<file path="config.mk">
export PLATFORM = sky130hd
export DESIGN_NAME = car_request_gen
export DESIGN_NICKNAME = d
export VERILOG_FILES = /design/src/rtl/car_request_gen.sv
export SDC_FILE = /design/constraint.sdc
export NUM_CORES = 1
export LEC_CHECK = 0
export CELL_PAD_IN_SITES_DETAIL_PLACEMENT = 2
export CELL_PAD_IN_SITES_GLOBAL_PLACEMENT = 2
export CORE_UTILIZATION = 30
export DETAILED_ROUTE_END_ITERATION = 6
export PLACE_DENSITY_LB_ADDON = 0.05
export REMOVE_ABC_BUFFERS = 1
export SYNTH_ARGS = -nofsm -noshare
export SYNTH_HDL_FRONTEND = slang
export SYNTH_SLANG_ARGS = --single-unit
</file>
<file path="constraint.sdc">
create_clock -name clk -period 1.6 [get_ports clk]
set_clock_uncertainty 0.2 [all_clocks]
set_input_delay 0.24 -clock clk [delete_from_list [all_inputs] [get_ports clk]]
set_output_delay 0.24 -clock clk [all_outputs]
set_load 0.1 [all_outputs]
</file>
<file path="src/rtl/car_request_gen.sv">
// Loop-detector front end: synchronizes and debounces loop_raw, latches an east-west
// service request until EW green is granted, and measures how long the request waited.
module car_request_gen #(
    parameter int SYNC_STAGES = 2,
    parameter int DEBOUNCE    = 4,
    parameter int GAP_HOLD    = 3,
    parameter int WAIT_W      = 6
) (
    input  logic              clk,
    input  logic              rst_n,
    input  logic              loop_raw,
    input  logic              ew_grn,
    output logic              car_present,
    output logic              car_sensor,
    output logic [WAIT_W-1:0] wait_cnt,
    output logic              wait_overflow
);
    // state   | meaning
    // IDLE    | no request pending
    // REQUEST | car seen, waiting for EW green (locked until granted)
    // SERVE   | EW green, request held until the car has been gone GAP_HOLD cycles

    localparam int DB_W  = $clog2(DEBOUNCE + 1);
    localparam int GAP_W = $clog2(GAP_HOLD + 1);
    localparam logic [DB_W-1:0]   DB_LAST  = DB_W'(DEBOUNCE - 1);
    localparam logic [GAP_W-1:0]  GAP_LAST = GAP_W'(GAP_HOLD - 1);
    localparam logic [WAIT_W-1:0] WAIT_MAX = '1;

    typedef enum logic [1:0] {
        IDLE    = 2'd0,
        REQUEST = 2'd1,
        SERVE   = 2'd2
    } state_t;

    state_t                 state;
    state_t                 state_nxt;
    logic [SYNC_STAGES-1:0] sync_ff;
    logic                   sync_q;
    logic [DB_W-1:0]        db_cnt;
    logic [GAP_W-1:0]       gap_cnt;

    assign sync_q = sync_ff[SYNC_STAGES-1];

    always_ff @(posedge clk) begin
        if (!rst_n) begin
            sync_ff <= '0;
        end else begin
            sync_ff <= {sync_ff[SYNC_STAGES-2:0], loop_raw};
        end
    end

    always_ff @(posedge clk) begin
        if (!rst_n) begin
            db_cnt      <= '0;
            car_present <= 1'b0;
        end else if (sync_q == car_present) begin
            db_cnt <= '0;
        end else if (db_cnt == DB_LAST) begin
            db_cnt      <= '0;
            car_present <= ~car_present;
        end else begin
            db_cnt <= db_cnt + 1'b1;
        end
    end

    always_ff @(posedge clk) begin
        if (!rst_n) begin
            state <= IDLE;
        end else begin
            state <= state_nxt;
        end
    end

    // Losing green outranks gap expiry; a car still present when green is pulled re-requests.
    always_comb begin
        state_nxt = state;
        case (state)
            IDLE: begin
                if (car_present && ew_grn) begin
                    state_nxt = SERVE;
                end else if (car_present) begin
                    state_nxt = REQUEST;
                end
            end
            REQUEST: begin
                if (ew_grn) begin
                    state_nxt = SERVE;
                end
            end
            SERVE: begin
                if (!ew_grn) begin
                    state_nxt = car_present ? REQUEST : IDLE;
                end else if (!car_present && gap_cnt == GAP_LAST) begin
                    state_nxt = IDLE;
                end
            end
            default: state_nxt = IDLE;
        endcase
    end

    always_ff @(posedge clk) begin
        if (!rst_n) begin
            gap_cnt <= '0;
        end else if (state != SERVE || state_nxt != SERVE || car_present) begin
            gap_cnt <= '0;
        end else begin
            gap_cnt <= gap_cnt + 1'b1;
        end
    end

    // Counts through the exit edge as well, so the held value is the full time spent waiting.
    always_ff @(posedge clk) begin
        if (!rst_n) begin
            wait_cnt <= '0;
        end else if (state_nxt == REQUEST && state != REQUEST) begin
            wait_cnt <= '0;
        end else if (state == REQUEST && wait_cnt != WAIT_MAX) begin
            wait_cnt <= wait_cnt + 1'b1;
        end
    end

    assign car_sensor    = (state != IDLE);
    assign wait_overflow = (wait_cnt == WAIT_MAX);

endmodule

</file>
# Word-level counts from Yosys, hierarchy flattened
# Cells that the tools add are included.
# Widths: inputs -> output; s select.
[classes]
n_addsub = 3
n_mul = 0
div = 0
order_cmp = 0
eq_ne = 11
shift = 0
n_mux = 7
bitwise = 3
reduce_logical = 13
[op_table]
columns = ["op", "count"]
rows = [
  ["$mux 2", 5],
  ["$add 6x1->6 const B", 1],
  ["$eq 6x6->1 const B", 1],
  ["$ne 6x6->1 const B", 1],
  ["$pmux 2 s3", 1],
  ["$eq 2x1->1 const B", 2],
  ["$eq 2x2->1 const B", 2],
  ["$logic_and 1x1->1", 4],
  ["$ne 2x2->1 const B", 2],
  ["$reduce_or 2->1", 2],
  ["$add 3x1->3 const B", 1],
  ["$eq 3x2->1 const B", 1],
  ["$not 1->1", 3],
  ["$reduce_or 3->1", 1],
  ["$add 2x1->2 const B", 1],
  ["$logic_not 2->1", 1],
  ["$logic_or 1x1->1", 2],
  ["$ne 2x1->1 const B", 1],
  ["$reduce_and 2->1", 1],
  ["$reduce_bool 2->1", 1],
  ["$eq 1x1->1", 1],
  ["$logic_not 1->1", 1],
  ["$mux 1", 1],
]
[totals]
regBits = 16
latchBits = 0
ramBits = 0
romBits = 0
inputBits = 4
out_inout_bits = 9
n_memories = 0

# Logic depth before layout (Yosys ltp)
# Gate-level depths: netlist (run 1).
[depth]
ltp_word = 9
depth_mapped = 5

# Worst setup path before layout (run 1)
# OpenSTA, ideal clock, no wires.
[synth_timing]
path_kind = "reg-to-output"
from = "register wait_cnt[0]"
to = "output wait_overflow"
arrival_time_ns = 2.190
required_ns = 1.160
setup_slack_ns = -1.030
stages_incl_launch_ff = 4
n_path_buf = 0
path_cell_list = "dfxtp_1 -> ha_1 -> and2_1 -> and2_1"
[synth_via]
elab_chain_len = 1
[synth_lines]
columns = ["element", "line", "source"]
rows = [
  ["from (decl)", "15", "output logic [WAIT_W-1:0] wait_cnt,"],
  ["from (signal assigned)", "118", "wait_cnt <= wait_cnt + 1'b1;"],
  ["$eq 6x6->1", "123", "assign wait_overflow = (wait_cnt == WAIT_MAX);"],
  ["to (decl)", "16", "output logic wait_overflow"],
]
# No other way between the ends.

# Worst setup path in the final report (run 1)
# Same ends and word-level chain as after synthesis.

==> metrics.yaml, run 1 <==
cts_hold_buf: 0
via_count: 659
place_congestion: 0.7408
fin_setup_tns_ns: -0.1061
syn_area_per_cell_um2: 9.476
period_minus_slack_ns: 1.706
design_area_mm2: 0.001120
ys_seq_area_share_pct: 45.07
cts.path.max_buffers: 2
wirelength_um: 2040
seqPwrFrac_pct: 57.5
drtIter0Drc: 3
synth_area_um2: 710.7
area_growth_pct: 57.57
antenna_cells: 0
cts.clk_slew.worst_paths_ns: 0.10
pin_count: 13
status: "finished, violations left"
power_density_mw_per_mm2: 625.4
cp-end-kind: "output pin"
violations: "negative setup slack"
cap_violations: 0
ant_nets: 0
rows: 17
fmax_mhz: 586.1
hpwl_um: 1401
synth_seq_cells: 16
slew_violations: 0
required_ns: 1.16
synthCells: 75
h-tree-depth: 1
gr-total-overflow: 0
internal_power_uw: 553.7
ir_worst_vdd_mv: 0.4653
synthTopCellsByArea: "dfxtp_1 45%, ha_1 7.0%, mux2i_1 5.6%, nor2_1 4.2%, and2_1 3.5%"
cts_root_buf: "clkbuf_4"
rsz0062_at_grt: "true"
worst_pin_slew_ns: 0.3325
grt_pass1_vias: 689
cp_max_fo: 2
dpl_worst_slack_ns: -0.1574
clk_latency_ns: 0.28
io_buffers: 12
core_area_mm2: 0.002212
synth.largest_area_cell: "dfxtp_1"
final_nets: 111
finalSetupViolations: 1
initial_core_util_pct: 32.13
finish.utilization_pct: 50.62
wl_per_cell_um: 15.69
antenna_found_initial: 0
critPathKind: "reg2out"
yosysUniqueCellTypes: 31
p_sw_uw: 146.6
grt_max_degree: 12
fp.dieH_um: 50.67
grt_pass1_wl_um: 3187
drive_gt1_share_pct: 40.20
netSwitchingFraction_pct: 20.94
combPwrFrac_pct: 3.9
cts_tree: "done"
worst_setup_path_start_kind: "flop"
grt_util_all_layers_pct: 17.45
avgViaCountPerCell: 5.069
cts_sinks: 16
placed_cell_area_mm2: 0.001030
dieWidth_um: 50.67
hold_viol: 0
critPathArrivalTime_ns: 1.27
timing.slew.headroom_pct: 77.26
cts_buffers: 3
dieArea_mm2: 0.002567
drc: 0
netlist.area_leader.share_pct: 45.07
hold_class: "reg2reg"
p_leak_nw: 0.4463
period_share_pct: 106.6
yosysWarnings: 0
drt_pass1_iterations: 2
finalWorstSetupSlack_ns: -0.1061
power.share.clock_pct: 38.6
power by group through the flow:
| stage | Clock, mW | Sequential (mW) | Combinational (mW) |
|---|---|---|---|
| after CTS | 0.280 | 0.402 | 0.0262 |
| after floorplan | 0 | 0.411 | 0.00787 |
| final | 0.270 | 0.402 | 0.0275 |
| after global routing | 0.294 | 0.403 | 0.0300 |
| after global placement | 0 | 0.411 | 0.0246 |
| after detailed placement | 0 | 0.412 | 0.0258 |
logic make-up after synthesis:
logic type / Yosys count / share of synthesized area, %
AO/OA/AOI/OAI: 8 / 8.101
adder cells (fa/ha/maj): 4 / 7.043
XOR/XNOR: 1 / 1.233
multiplexers: 4 / 5.634
buffers and inverters: 6 / 3.343
flip-flops: 16 / 45.07
AND/OR/NAND/NOR: 36 / 29.58
registers in the layout, indices dropped and copies added, names as in the netlist:
| name | flops |
|---|---|
| gap_cnt | 2 |
| wait_cnt | 6 |
| sync_ff | 2 |
| car_present | 1 |
| state | 2 |
| db_cnt | 3 |
placed cells by master, fill, tap and decap left out, types with 2 or more instances in the layout:
cell type,synthesis,final
a21oi_2,1,2
and2_1,4,2
and2_4,0,2
buf_12,0,9
buf_4,0,13
clkbuf_4,0,3
clkdlybuf4s50_1,0,3
dfxtp_1,16,12
dfxtp_2,0,4
ha_1,4,3
inv_1,4,4
mux2i_1,4,4
nand2_1,3,3
nand3_1,5,5
nand3b_1,2,2
nor2_1,8,8
nor2b_1,2,2
path summary, 6_finish.rpt:
kind	slack [ns]	depth (start not counted)	from	endpoint
setup / recovery	-0.11	4	wait_cnt[0]	wait_overflow
hold / removal	0.23	1	db_cnt[0]	db_cnt[0]
hold reg to reg	0.23	1	db_cnt[0]	db_cnt[0]
setup reg to reg	0	5	wait_cnt[0]	wait_cnt[5]
worst max-delay path, cell delays in order (launching register included):
cell,delay [ns]
dfxtp_2,0.35
ha_4,0.16
and2_4,0.16
and2_4,0.16
buf_12,0.16
per-stage QoR:
stage | cells | power, mW | hold slack, ns
4_1_cts | 129 | 0.7090 | 0.2354
5_1_grt | 130 | 0.7268 | 0.2610
3_3_place_gp | 124 | 0.4361 | 0.2044
6_report | 130 | 0.7003 | 0.2277
2_1_floorplan | 73 | 0.4192 | 0.1231
3_5_place_dp | 124 | 0.4375 | 0.2211
cell type report:
type | instances | area (µm²)
multi-input cells | 53 | 400.4
flip-flops and latches | 16 | 325.3
inverters | 4 | 15.01
repair buffers | 25 | 307.8
well taps | 28 | 35.03
fillers | 245 | 1092
clock buffers | 4 | 36.28
per-layer routing:
| metal | vias to the layer above | GRT usage, % | wire (µm) |
|---|---|---|---|
| met2 | 9 | 30.22 | 1077 |
| met1 | 328 | 20.77 | 903 |
| met5 | - | 0 | 0 |
| li1 | 320 | - | - |
| met3 | 2 | 2.727 | 43 |
| met4 | 0 | 8.333 | 16 |
cell usage after synthesis:
cell type and number:
inv_1 4, or4_4 1, a21oi_1 2, a211oi_1 1
nor2_1 8, a31oi_1 1, clkbuf_1 1, and4_1 1
and3b_2 1, or2_2 1, o21bai_1 1, a2111oi_0 1
nand3_1 5, and2_1 4, nand3b_1 2, buf_2 1
ha_1 4, nand2_1 3, nor2b_1 2, o41ai_1 1
a21oi_2 1, nand2b_2 1, dfxtp_1 16, and3_1 1
mux2i_1 4, xnor2_1 1, or3b_1 1, nor3_1 2
nand4_1 1, or3_1 1, and3b_1 1
what timing repair did:
item	in CTS	in global routing
pin swaps	2	2
resized for setup	8	4
buffers inserted	2	1
endpoints found under the setup margin	2	6
Note: power is estimated with default switching activity, not from simulation.
==> inputs of run 2 (changes only) <==
==> constraint.sdc (replaced) <==
create_clock -name clk -period 1.6 [get_ports clk]
set_clock_uncertainty 0.2 [all_clocks]
set_input_delay 0.16 -clock clk [delete_from_list [all_inputs] [get_ports clk]]
set_output_delay 0.16 -clock clk [all_outputs]
set_load 0.1 [all_outputs]
==> metrics.yaml, run 2 (same netlist as run 1, synthesis figures left out) <==
power_density_mw_per_mm2: 628.6
placed_cell_area_mm2: 0.001015
ant_nets: 0
finalSetupViolations: 2
grt_util_all_layers_pct: 17.39
hpwl_um: 1402
final_nets: 110
cp_slowest_cell: "o41ai_1"
crit_path_cell_trace: "ha_4 -> and2_4 -> buf_4 -> o41ai_1 -> a21oi_2"
finalNonFillerCells: 129
hold_viol: 0
fmax_mhz: 595.1
path_buf_inv: 1
finalWorstSetupSlack_ns: -0.08031
post-place-cells: 122
period_share_pct: 105.0
cap_violations: 0
grt_pass1_vias: 682
multi_input_area_um2: 405.4
clk_latency_ns: 0.29
slowest_delay_ns: 0.45
wl_per_cell_um: 15.08
avgViaCountPerCell: 5.054
design_area_mm2: 0.001120
dpl_worst_slack_ns: -0.08009
worst_pin_slew_ns: 0.4095
seq_area_um2: 327.8
grt_pass1_wl_um: 3146
cp_top_family: "compound AO/OA/AOI/OAI gates"
cts.path.max_buffers: 2
cts_buffers: 3
io_buffers: 12
drt_pass1_iterations: 4
fp.dieH_um: 50.67
cts_tree: "done"
critPathKind: "reg2reg"
fill_cells: 238
required_ns: 1.57
cp-end-kind: "flop"
cp_max_fo: 3
drtIter0Drc: 2
cp-startpoint: "wait_cnt[0]"
h-tree-depth: 1
violations: "negative setup slack"
top_regs: "wait_cnt (6), db_cnt (3)"
hold_class: "reg2reg"
grt_max_degree: 12
pin_count: 13
antenna_cells: 0
cts.clk_slew.worst_paths_ns: 0.10
area_growth_pct: 57.57
gr-total-overflow: 0
dieWidth_um: 50.67
rows: 17
largest_reg_flops: 6
ir_worst_vdd_mv: 0.4911
drive_gt1_share_pct: 40.59
r2r-end: "wait_cnt[5]"
top_register: "wait_cnt"
final_cell_mix: "12 x dfxtp_1, 12 x buf_4, 9 x buf_12, 8 x nor2_1, 5 x nand3_1"
rsz0062_at_grt: "true"
status: "finished, violations left"
whs_endpoint: "gap_cnt[0]"
core_area_mm2: 0.002212
cts_root_buf: "clkbuf_4"
hold_path_startpoint: "gap_cnt[0]"
cts_sinks: 16
antenna_found_initial: 0
power.total_uw: 704.0
initial_core_util_pct: 32.13
wirelength_um: 1945
reg2reg_depth: 5
worst_setup_path_start_kind: "flop"
period_minus_slack_ns: 1.680
via_count: 652
reg2reg_slack_ns: -0.08
place_congestion: 0.7445
dieArea_mm2: 0.002567
slew_violations: 0
hold_depth: 1
timing.slew.headroom_pct: 72.34
fin_hold_ws_ns: 0.2173
critPathArrivalTime_ns: 1.65
r2r-start: "wait_cnt[0]"
drc: 0
p_leak_nw: 0.4396
## run 2: routing by layer
| layer | track usage (%) | routed length [µm] | vias up | part of all wire [%] |
|---|---|---|---|---|
| li1 | - | - | 317 | - |
| met1 | 19.15 | 835 | 324 | 43 |
| met2 | 30.67 | 1046 | 9 | 54 |
| met3 | 3.636 | 46 | 2 | 2.4 |
| met4 | 9.722 | 16 | 0 | 0.82 |
| met5 | 0 | 0 | - | 0 |
## run 2: timing repair
item / CTS / global route
hold buffers: 0 / 0
buffers inserted: 3 / 0
resized for setup: 11 / 3
endpoints found under the setup margin: 3 / 6
pin swaps: 2 / 1
## run 2: through the flow
stage / utilization (%) / TNS (ns)
2_1_floorplan: - / -4.413
3_3_place_gp: 45.87 / -0.1771
3_5_place_dp: 45.87 / -0.3283
4_1_cts: 50.00 / -0.01502
5_1_grt: 50.62 / -0.2033
6_report: 50.62 / -0.09576
## run 2: layout make-up
class | count | area share [%]
Sequential cell | 16 | 29.27
Multi-Input combinational cell | 53 | 36.20
Clock buffer | 4 | 3.240
Tap cell | 28 | 3.129
Inverter | 4 | 1.341
Timing Repair Buffer | 24 | 26.82
## run 2: report_power, final
group          internal, mW  leakage, nW  total (mW)  switching [mW]
combinational        0.0142        0.287      0.0265          0.0123
clock                 0.139       0.0210       0.277           0.138
sequential            0.399        0.132       0.401         0.00134
## run 2: how the worst max path moves through the flow
| stage | depth (start not counted) | slack (ns) | end |
|---|---|---|---|
| after floorplan | 3 | -0.95 | wait_overflow |
| after global placement | 4 | -0.04 | wait_cnt[2] |
| after detailed placement | 4 | -0.08 | wait_cnt[2] |
| after CTS | 4 | -0.02 | wait_overflow |
| after global routing | 5 | -0.15 | wait_cnt[5] |
| final | 5 | -0.08 | wait_cnt[5] |
==> inputs of run 3 (changes only) <==
Settings changed: SLEW_MARGIN from default to 15.
==> results of run 3 <==
The final DEF is identical to that of run 2; final timing and power are the same.
